**config.mk**
```make
export PLATFORM = sky130hd
export DESIGN_NAME = instr_fetch
export DESIGN_NICKNAME = d
export VERILOG_FILES = /design/src/rtl/instr_fetch.sv
export SDC_FILE = /design/constraint.sdc
export NUM_CORES = 1
export LEC_CHECK = 0
export BUFFER_PORTS_ARGS = -buffer_cell sky130_fd_sc_hd__buf_2
export CAP_MARGIN = 20
export CORE_MARGIN = 2
export CORE_UTILIZATION = 52
export CTS_BUF_LIST = sky130_fd_sc_hd__clkbuf_4 sky130_fd_sc_hd__clkbuf_8
export DETAILED_ROUTE_END_ITERATION = 8
export PLACE_DENSITY = 0.78
export RECOVER_POWER = 50
export SLEW_MARGIN = 5
export SYNTH_ARGS = -nofsm -noshare
export SYNTH_HDL_FRONTEND = slang
export SYNTH_SLANG_ARGS = --single-unit
```
**constraint.sdc**
```tcl
create_clock -name clk -period 6.3 [get_ports clk]
set_clock_uncertainty 0.15 [all_clocks]
set_input_delay 0.63 -clock clk [delete_from_list [all_inputs] [get_ports clk]]
set_output_delay 0.63 -clock clk [all_outputs]
set_load 0.05 [all_outputs]
```
**src/rtl/instr_fetch.sv**
```systemverilog
// Fetch stage: drives the PC to instruction memory, buffers fetched words with
// their PC in a small prefetch FIFO and hands them to decode over valid/ready.
module instr_fetch #(
   parameter int unsigned        ADDR_W    = 16,
   parameter int unsigned        DATA_W    = 32,
   parameter int unsigned        DEPTH     = 2,
   parameter int unsigned        MEM_WORDS = 256,
   parameter logic [ADDR_W-1:0]  RESET_PC  = '0,
   parameter logic [DATA_W-1:0]  HALT_WORD = '1
) (
   input  logic              clk,
   input  logic              reset,
   output logic [ADDR_W-1:0] imem_addr,
   input  logic [DATA_W-1:0] imem_data,
   input  logic              imem_busy,
   input  logic              redirect_valid,
   input  logic [ADDR_W-1:0] redirect_pc,
   output logic              inst_valid,
   output logic [DATA_W-1:0] inst,
   output logic [ADDR_W-1:0] inst_pc,
   input  logic              inst_ready,
   output logic              halt,
   output logic              fault
);

   localparam int unsigned PTR_W = (DEPTH > 1) ? $clog2(DEPTH) : 1;
   localparam int unsigned CNT_W = PTR_W + 1;
   localparam logic [CNT_W-1:0]  DEPTH_C = CNT_W'(DEPTH);
   localparam logic [ADDR_W:0]   MEM_LIM = (ADDR_W+1)'(MEM_WORDS);

   typedef enum logic [1:0] {
      ST_RUN   = 2'd0,
      ST_HALT  = 2'd1,
      ST_FAULT = 2'd2
   } state_t;

   state_t state_q, state_d;

   logic [ADDR_W-1:0] pc_q;
   logic [DATA_W-1:0] fifo_data [DEPTH];
   logic [ADDR_W-1:0] fifo_pc   [DEPTH];
   logic [PTR_W-1:0]  rd_ptr_q, wr_ptr_q;
   logic [CNT_W-1:0]  count_q;

   logic head_valid;
   logic pop;
   logic room;
   logic pc_in_range;
   logic is_halt_word;
   logic fetch_en;
   logic push;

   // Datapath control: range check is one bit wider so MEM_WORDS == 2^ADDR_W works.
   always_comb begin
      head_valid   = (count_q != '0);
      pop          = head_valid && inst_ready;
      room         = (count_q < DEPTH_C) || pop;
      pc_in_range  = ({1'b0, pc_q} < MEM_LIM);
      is_halt_word = (imem_data == HALT_WORD);
      fetch_en     = (state_q == ST_RUN) && !redirect_valid && !imem_busy &&
                     pc_in_range && room;
      push         = fetch_en && !is_halt_word;
   end

   // FSM: state register
   always_ff @(posedge clk) begin
      if (reset) begin
         state_q <= ST_RUN;
      end else begin
         state_q <= state_d;
      end
   end

   // FSM: next state
   always_comb begin
      state_d = state_q;
      if (redirect_valid) begin
         state_d = ST_RUN;
      end else if ((state_q == ST_RUN) && !imem_busy) begin
         if (!pc_in_range) begin
            state_d = ST_FAULT;
         end else if (room && is_halt_word) begin
            state_d = ST_HALT;
         end
      end
   end

   // FSM: outputs
   always_comb begin
      halt  = (state_q == ST_HALT);
      fault = (state_q == ST_FAULT);
   end

   // PC and FIFO bookkeeping; a redirect flushes but a same-cycle pop was still delivered.
   always_ff @(posedge clk) begin
      if (reset) begin
         pc_q     <= RESET_PC;
         rd_ptr_q <= '0;
         wr_ptr_q <= '0;
         count_q  <= '0;
      end else if (redirect_valid) begin
         pc_q     <= redirect_pc;
         rd_ptr_q <= '0;
         wr_ptr_q <= '0;
         count_q  <= '0;
      end else begin
         if (push) begin
            wr_ptr_q <= wr_ptr_q + 1'b1;
            pc_q     <= pc_q + 1'b1;
         end
         if (pop) begin
            rd_ptr_q <= rd_ptr_q + 1'b1;
         end
         case ({push, pop})
            2'b10:   count_q <= count_q + 1'b1;
            2'b01:   count_q <= count_q - 1'b1;
            default: count_q <= count_q;
         endcase
      end
   end

   always_ff @(posedge clk) begin
      if (push && !reset && !redirect_valid) begin
         fifo_data[wr_ptr_q] <= imem_data;
         fifo_pc[wr_ptr_q]   <= pc_q;
      end
   end

   always_comb begin
      imem_addr  = pc_q;
      inst_valid = head_valid;
      inst       = head_valid ? fifo_data[rd_ptr_q] : '0;
      inst_pc    = head_valid ? fifo_pc[rd_ptr_q]   : '0;
   end

endmodule

```
# [After elaboration in Yosys (flattened, before gate mapping)]
# Memories as Yosys holds them, arrays and structs flattened. A register that Yosys moved wholly into a read port is not among the register bits.
# Index checks and enable logic that the tools add are counted.
[totals] reg_bits=22 ram_bits=96 out_inout_bits=67 n_memories=2
[classes] add_sub_neg=5 n_lt_le_gt_ge=2 eq_ne=6 muxes=13 n_reduce_logical=21
[mem_list] name="fifo_data" words=2 word_bits=32 read_ports=1 rd_ports_with_merged_regs=1 wr=1 line="40" text="logic [DATA_W-1:0] fifo_data [DEPTH];"
[mem_list] name="fifo_pc" words=2 word_bits=16 read_ports=1 rd_ports_with_merged_regs=1 wr=1 line="41" text="logic [ADDR_W-1:0] fifo_pc [DEPTH];"
[ops] cell="2-to-1 mux 16 bit" n=3
[ops] cell="equality test 32 bit, second input constant" n=1
[ops] cell="2-to-1 mux 32 bit" n=1
[ops] cell="adder 16 x 1 -> 16 bit, second input constant" n=1
[ops] cell="less-than comparator 16 x 9 -> 1 bit, second input constant" n=1
[ops] cell="logical AND 1 bit" n=10
[ops] cell="2-to-1 mux 1 bit" n=6
[ops] cell="nonzero test 2 bit" n=3
[ops] cell="equality test 2 x 1 -> 1 bit, second input constant" n=2
[ops] cell="equality test 2 bit, second input constant" n=2
[ops] cell="zero test 1 bit" n=4
[ops] cell="2-to-1 mux 2 bit" n=2
[ops] cell="case mux 2 bit (2 select lines)" n=1
[ops] cell="adder 1 bit, second input constant" n=2
[ops] cell="adder 2 x 1 -> 2 bit, second input constant" n=1
[ops] cell="zero test 2 bit" n=1
[ops] cell="less-than comparator 2 bit, second input constant" n=1
[ops] cell="inequality test 2 x 1 -> 1 bit, second input constant" n=1
[ops] cell="AND reduction 2 bit" n=1
[ops] cell="OR reduction 2 bit" n=1
[ops] cell="subtractor 2 x 1 -> 2 bit, second input constant" n=1
[ops] cell="logical OR 1 bit" n=1

# [Longest topological paths before layout]
# Gate-level depths: netlist of the first run.
[depth] ltp_word=10 ltp_mapped=8 mapped_depth_nobuf=8

# [Worst setup path after synthesis of the first run]
# OpenSTA, ideal clock, no wires.
[synth_path] path_type="flip-flop to flip-flop" startpoint="register pc_q[15], in the netlist imem_addr[15]" endpoint="memory fifo_data[0][0] (enable)" setup_ns=0.454 t_arrival_ns=3.520 required_ns=5.696 setup_slack_ns=2.176 stages_incl_launch_ff=6 path_buffers=0 synth_period_minus_slack_ns=4.124 path_cell_list="dfxtp_1 -> nor4_4 -> o2111ai_4 -> a21oi_2 -> nand2_1 -> nor2_1"
[synth_between] elab_chain_cells=8
[synth_lines] element="from (decl)" line="39" text="logic [ADDR_W-1:0] pc_q;"
[synth_lines] element="from (signal assigned)" line="102" text="pc_q <= redirect_pc;"
[synth_lines] element="from (signal assigned)" line="109" text="pc_q <= pc_q + 1'b1;"
[synth_lines] element="less-than comparator 16 x 9 -> 1 bit" line="58" text="pc_in_range = ({1'b0, pc_q} < MEM_LIM);"
[synth_lines] element="logical AND 1 bit" line="60" text="fetch_en = (state_q == ST_RUN) && !redirect_valid && !imem_busy &&"
[synth_lines] element="logical AND 1 bit" line="61" text="pc_in_range && room;"
[synth_lines] element="logical AND 1 bit" line="62" text="push = fetch_en && !is_halt_word;"
[synth_lines] element="logical AND 1 bit (2 in a row)" line="123" text="if (push && !reset && !redirect_valid) begin"
[synth_lines] element="2-to-1 mux 1 bit" line="123"
[synth_lines] element="2-to-1 mux 1 bit (not written as such)" line="124" text="fifo_data[wr_ptr_q] <= imem_data;"
[synth_lines] element="to (decl)" line="40"
# No other way between the ends.

# [Final worst setup path of the first run]
[layout_path] startpoint="register pc_q[10], in the netlist imem_addr[10]" endpoint="memory fifo_pc[0][9] (enable)"
[layout_between] elab_chain_cells=8
[layout_lines] element="less-than comparator 16 x 9 -> 1 bit" line="58"
[layout_lines] element="logical AND 1 bit" line="60"
[layout_lines] element="logical AND 1 bit" line="61"
[layout_lines] element="logical AND 1 bit" line="62"
[layout_lines] element="logical AND 1 bit (2 in a row)" line="123"
[layout_lines] element="2-to-1 mux 1 bit" line="123"
[layout_lines] element="2-to-1 mux 1 bit (not written as such)" line="125" text="fifo_pc[wr_ptr_q] <= pc_q;"
[layout_lines] element="to (decl)" line="41"
# No other way between the ends.

==> results.cfg, run 1 <==
[power]
power.leakage_nw = 2.163
p_switching_uw = 388.1
power.total_mw = 1.697
power_density_nw_per_um2 = 287.1
irDropWorstVdd_mv = 0.1610
pwr-share-comb_pct = 6.6
swShare_pct = 22.87
p_seq_share_pct = 51.6
power_frac_clock_pct = 41.7
internal-power_mw = 1.309

[worst_hold_path]
whs_endpoint = fifo_data[1][20]
worstHoldStart = imem_data[20]
hold_depth = 1
min_path_type = in -> reg

[final_layout]
drive_above_1_share_pct = 23.80
final_common_cell = edfxtp_1
n_antenna_cell = 0
area_growth_pct = 21.41
finalNetCount = 521
final_cell_mix = 96 x edfxtp_1, 68 x buf_2, 63 x nor2_1, 55 x mux2i_1, 51 x clkbuf_1
instances_no_fill = 590
nFillCells = 716

[timing]
fmax_ghz = 0.2847
finalHoldViolCount = 0
finalSetupViolations = 0
period_minus_slack_ps = 3512
fin_crit_sh_pct = 55.75
rsz0062_at_grt = no
slew-limit-headroom_pct = 5.812
final_max_slew_viol_count = 0
tightest_slew_ps = 1413
setup_tns_ps = 0
setup_slack_ps = 2788

[place]
dpl.cell_count = 556
dp_hpwl_um = 6284
place_ws_ps = 3057
port_buffers = 119
gp_congestion = 0.7767

[routing]
drtIter0Drc = 164
first_pass_iters = 5
vias_per_cell = 5.232
drc = 0
routed-via-count = 3087
drt_wl_total_um = 9405
wl_per_cell_um = 15.94
postRouteAntennaNets = 0

[logic_synthesis]
yosysUniqueCellTypes = 41
synth-compound-area-share_pct = 4.498
syn-cell-area_um2 = 4868
avgSynthCellArea_um2 = 14.28
ys_warn_count = 0
synth-edff-count = 96
ys_ff_latch = 119
ys.flop_type = edfxtp_1
synth_top_family_by_area = multiplexers
synth_xor_area_share_pct = 1.799
async_reset_ff_share_pct = 0
synth-seq-area-share_pct = 68.67
muxShareOfSynthArea_pct = 11.31
yosys.area_share.simple_pct = 10.87
netlist_instances = 341
synth_fa_ha_area_share_pct = 0.5140
synth_nets = 396

[clock_network]
numCtsBuffers = 17
cts_root_buffer = clkbuf_8
htreeDepth = 4
ctsHoldBuffers = 0
postCtsSetupBuffers = 0
clock_path_buffers = 2
path_clk_slew_ps = 70
clock-sinks = 119
insertion_delay_ps = 420
cts_resized = 0
cts_tree = built

[critical_path]
crit_chain = nor4_1 -> o2111ai_1 -> a21oi_1 -> nand2_1 -> nor2_4 -> buf_4
r2r_slack_ps = 2790
worst_ep_required_time_ps = 6230
crit_arrival_ps = 3440
reg2reg_to = fifo_pc[0][9]
rr_worst_depth = 6
rr_startpoint = imem_addr[10]
cp_num_buf_inv = 1
crit_path_end_kind = register
worst_setup_path_start_kind = register
crit_slowest_cell = a21oi_1
crit_type = reg -> reg
path_max_fanout = 27
path_delay_family = simple AND/OR/NAND/NOR gates
slowest_delay_ps = 590

[global_route]
grt_overflow = 0
grt_max_degree = 50
antenna_found_initial = 0
grt_pass1_vias = 3011
grt_first_pass_wirelength_um = 14630
grt_usage_pct = 19.35

[floorplan]
design.core.area_um2 = 9153
start_util_pct = 53.19
die_h_um = 100.8
num_rows = 35
die_w_um = 100.8
ios = 120
dieArea_um2 = 10150

[outcome]
outcome = finished clean

[run]
drv_cap = 0
[power by group through the flow]
stage          logic (mW)  clock network (mW)  registers (mW)
2_1_floorplan      0.0559                   0           0.914
3_3_place_gp        0.119                   0           0.893
3_5_place_dp        0.121                   0           0.894
4_1_cts             0.121               0.717           0.877
5_1_grt             0.121               0.758           0.878
6_report            0.113               0.708           0.876
[cell families (layout without fill, tap and decap cells)]
| kind of cell | after synthesis | count (layout) |
|---|---|---|
| compound gates | 26 | 26 |
| xor+xnor | 10 | 10 |
| fa+ha+maj | 2 | 2 |
| buf+inv | 29 | 167 |
| mux | 55 | 55 |
| simple gates | 100 | 100 |
| flops | 119 | 119 |
[per-layer routing]
metal / GRT usage [%] / vias to the layer above / part of all wire (%)
met4: 8.219 / 0 / 1.9
met2: 31.69 / 106 / 49
li1: - / 1499 / -
met1: 24.59 / 1468 / 44
met5: 0 / - / 0
met3: 4.854 / 14 / 5.4
[flip-flops by register name, summed over array words and instances (netlist names), named ones only]
register / flops
fifo_data: 64
fifo_pc: 32
imem_addr: 16
count_q: 2
state_q: 2
rd_ptr_q: 1
wr_ptr_q: 1
[area by class of cell]
cell class              instances  area (µm²)  share of cell area [%]
flip-flops and latches        119        3344                   56.58
repair buffers                123       586.8                   9.928
clock inverters                12       151.4                   2.561
multi-input cells             193        1375                   23.26
inverters                      12       45.04                  0.7621
well taps                     111       138.9                   2.350
clock buffers                  20       269.0                   4.551
[stage by stage]
stage	util (%)	hold WS (ps)	cell area, µm²
floorplan	-	321.4	4868
global placement	60.81	347.0	5565
detailed placement	60.81	361.7	5565
CTS	65.40	243.9	5986
global route	64.58	277.5	5911
finish	64.58	293.8	5911
[synth_stat cells (3+ instances only)]
| library cell | count | area (µm²) |
|---|---|---|
| xnor2_1 | 4 | 35.03 |
| o21a_1 | 6 | 45.04 |
| nor4_4 | 4 | 85.08 |
| inv_1 | 12 | 45.04 |
| mux2i_1 | 55 | 550.5 |
| xor2_1 | 6 | 52.55 |
| nor2b_1 | 3 | 18.77 |
| nand4_1 | 7 | 43.79 |
| edfxtp_1 | 96 | 2883 |
| dfxtp_1 | 23 | 460.4 |
| nand2_1 | 5 | 18.77 |
| clkbuf_1 | 10 | 37.54 |
| buf_1 | 3 | 11.26 |
| nor2_1 | 65 | 244.0 |
| a21oi_1 | 7 | 35.03 |
| buf_2 | 4 | 20.02 |
[worst max-delay path by stage]
stage	start	end	slack (ps)	depth (start not counted)
after floorplan	imem_addr[15]	fifo_data[0][0]	2180	5
after global placement	imem_busy	fifo_pc[0][10]	3140	7
after detailed placement	imem_busy	fifo_pc[0][10]	3060	7
after CTS	register	inst_pc[9]	3150	4
after global routing	imem_addr[10]	fifo_data[0][1]	2470	6
final	imem_addr[10]	fifo_pc[0][9]	2790	6
Note: power is estimated with default switching activity, not from simulation.
==> run 2: changes to the inputs <==
ABC_AREA = 1   (was not set)
CORE_UTILIZATION = 50   (was 52)
PLACE_DENSITY = 0.79   (was 0.78)
clock period = 3.05 ns   (was 6.3 ns; I/O delays follow)
==> run 2 against run 1 <==
Global-route usage grew 1.4 points; clock-buffer cell count is the same; combinational power grew to 2.6 times the previous value; largest cell class unchanged; highest routed layer unchanged.
==> results.cfg, run 2 <==
[global_route]
grt_usage_pct = 20.78
grt_overflow = 0
grt_pass1_vias = 3570
grt_first_pass_wirelength_um = 16570
grt_max_degree = 49
antenna_found_initial = 0

[final_layout]
finalNetCount = 678
final_cell_mix = 160 x nand2_1, 96 x edfxtp_1, 68 x buf_2, 67 x a21oi_1, 51 x clkbuf_1
final_util_pct = 65.91
instances_no_fill = 769
final_common_cell = nand2_1
largest_reg_flops = 64
drive_above_1_share_pct = 18.08
area_growth_pct = 29.82
regMostFlops = fifo_data
n_antenna_cell = 0

[power]
power_density_nw_per_um2 = 560.9
power.leakage_nw = 2.528
irDropWorstVdd_mv = 0.3862

[timing]
rsz0062_at_grt = no
fmax_ghz = 0.3975
period_minus_slack_ps = 2516
finalSetupViolations = 0
final_max_slew_viol_count = 0
setup_tns_ps = 0
fin_crit_sh_pct = 82.48
finalHoldViolCount = 0
tightest_slew_ps = 604.9
slew-limit-headroom_pct = 59.63

[clock_network]
cts_tree = built
path_clk_slew_ps = 80
clock-sinks = 119
htreeDepth = 4
clock_path_buffers = 2
cts_root_buffer = clkbuf_8
postCtsSetupBuffers = 0
insertion_delay_ps = 410
numCtsBuffers = 17

[critical_path]
crit_chain = buf_4 -> nand2_1 -> a21oi_1 -> buf_2
crit_path_end_kind = output port
crit_type = reg -> out
path_max_fanout = 28
worst_setup_path_start_kind = register
crit_arrival_ps = 2060
path_delay_family = flip-flops
worst_ep_required_time_ps = 2590
slowest_delay_ps = 690
crit_slowest_cell = dfxtp_2
cp_num_buf_inv = 2

[logic_synthesis]
synth_nets = 516
synth_common_cells = 158 x nand2_1, 96 x edfxtp_1, 67 x a21oi_1
synth_top_area_share_pct = 59.18
synth-edff-count = 96
avgSynthCellArea_um2 = 10.57
yosysTopAreaCell = edfxtp_1
yosysUniqueCellTypes = 25
yosysMostFrequentCell = nand2_1
ys_ff_latch = 119
ys_warn_count = 0
ys.flop_type = edfxtp_1
syn-cell-area_um2 = 4871
async_reset_ff_share_pct = 0
synth-seq-area-share_pct = 68.64
netlist_instances = 461
synth_area_leaders = edfxtp_1 59%, nand2_1 12%, dfxtp_1 9.5%

[floorplan]
dieArea_um2 = 10550
start_util_pct = 50.77
die_w_um = 102.7
die_h_um = 102.7
num_rows = 36
design.core.area_um2 = 9594
ios = 120

[place]
dp_hpwl_um = 6857
dpl.cell_count = 698
gp_congestion = 0.8144
port_buffers = 119

[routing]
postRouteAntennaNets = 0
vias_per_cell = 4.888
first_pass_iters = 5
routed-via-count = 3759
drt_wl_total_um = 10830
drtIter0Drc = 154
drc = 0
wl_per_cell_um = 14.08

[outcome]
outcome = finished clean

[worst_hold_path]
min_path_type = in -> reg

[run]
drv_cap = 0
[run 2: cell types whose count changed after synthesis, moves of 4 or more]
cell | before | now
mux2i_1 | 55 | 0
a21oi_1 | 7 | 67
nand2_1 | 5 | 158
o21a_1 | 6 | 0
nor2_1 | 65 | 34
nand3_1 | 2 | 22
o21ai_0 | 1 | 5
nand4_1 | 7 | 1
nor4_4 | 4 | 0
buf_2 | 4 | 12
[run 2: logic make-up after synthesis]
kind of cell / Yosys count / synth area share, %
adders and majority gates: 2 / 0.5137
buffers and inverters: 35 / 3.160
and+or+nand+nor: 224 / 18.80
DFF: 119 / 68.64
AOI/OAI and AO/OA: 76 / 7.989
xor gates and xnor gates: 5 / 0.8992
[run 2: layout make-up]
cell class	count	area, µm²
Sequential cell	119	3344
Fill cell	761	3271
Multi-Input combinational cell	307	1366
Timing Repair Buffer	165	987.2
Clock buffer	20	262.8
Tap cell	133	166.4
Clock inverter	12	147.6
Inverter	13	48.80
[run 2: worst paths after layout]
path,from,to,slack [ps],depth (start not counted)
hold reg to reg,rd_ptr_q,register,320,1
setup / recovery,register,inst[18],530,4
setup reg to reg,imem_addr[10],fifo_data[1][2],570,8
hold / removal,redirect_pc[7],imem_addr[7],100,5
[run 2: worst register-to-register path: stages (launching register included)]
cell     delay (ps)
dfxtp_1         380
nor2_1          120
nand2_1          60
nor2_1          150
nand2_1         160
nor2_4          150
nand3_1         190
nor2_1          480
buf_12          320
[run 2: timing repair]
action,CTS,global route
endpoints found under the hold margin,71,0
resized for setup,0,0
hold buffers,39,0
[run 2: through the flow]
| step | total power [mW] | instance area, µm² | hold slack [ps] | setup slack, ps |
|---|---|---|---|---|
| detailed placement | 2.108 | 5617 | 305.0 | 764.1 |
| CTS | 3.584 | 6417 | 71.73 | 505.7 |
| global route | 3.681 | 6324 | 108.0 | 301.7 |
| finish | 3.547 | 6324 | 97.08 | 534.4 |
| global placement | 2.099 | 5617 | 279.4 | 807.4 |
| floorplan | 2.015 | 4871 | 253.9 | -732.3 |
[run 2: where the power goes]
| part | switching, mW | leakage [nW] | internal [mW] |
|---|---|---|---|
| registers | 0.0277 | 1.04 | 1.78 |
| logic | 0.195 | 1.27 | 0.0970 |
| clock network | 0.597 | 0.219 | 0.847 |
[run 2: layer usage]
layer  vias to the layer above  wire length (µm)  track usage, %
met4                         0                98           7.385
met2                       122              5760           37.25
met1                      1728              4314           23.59
li1                       1899                 -               -
met3                        10               658           6.169
met5                         -                 0               0
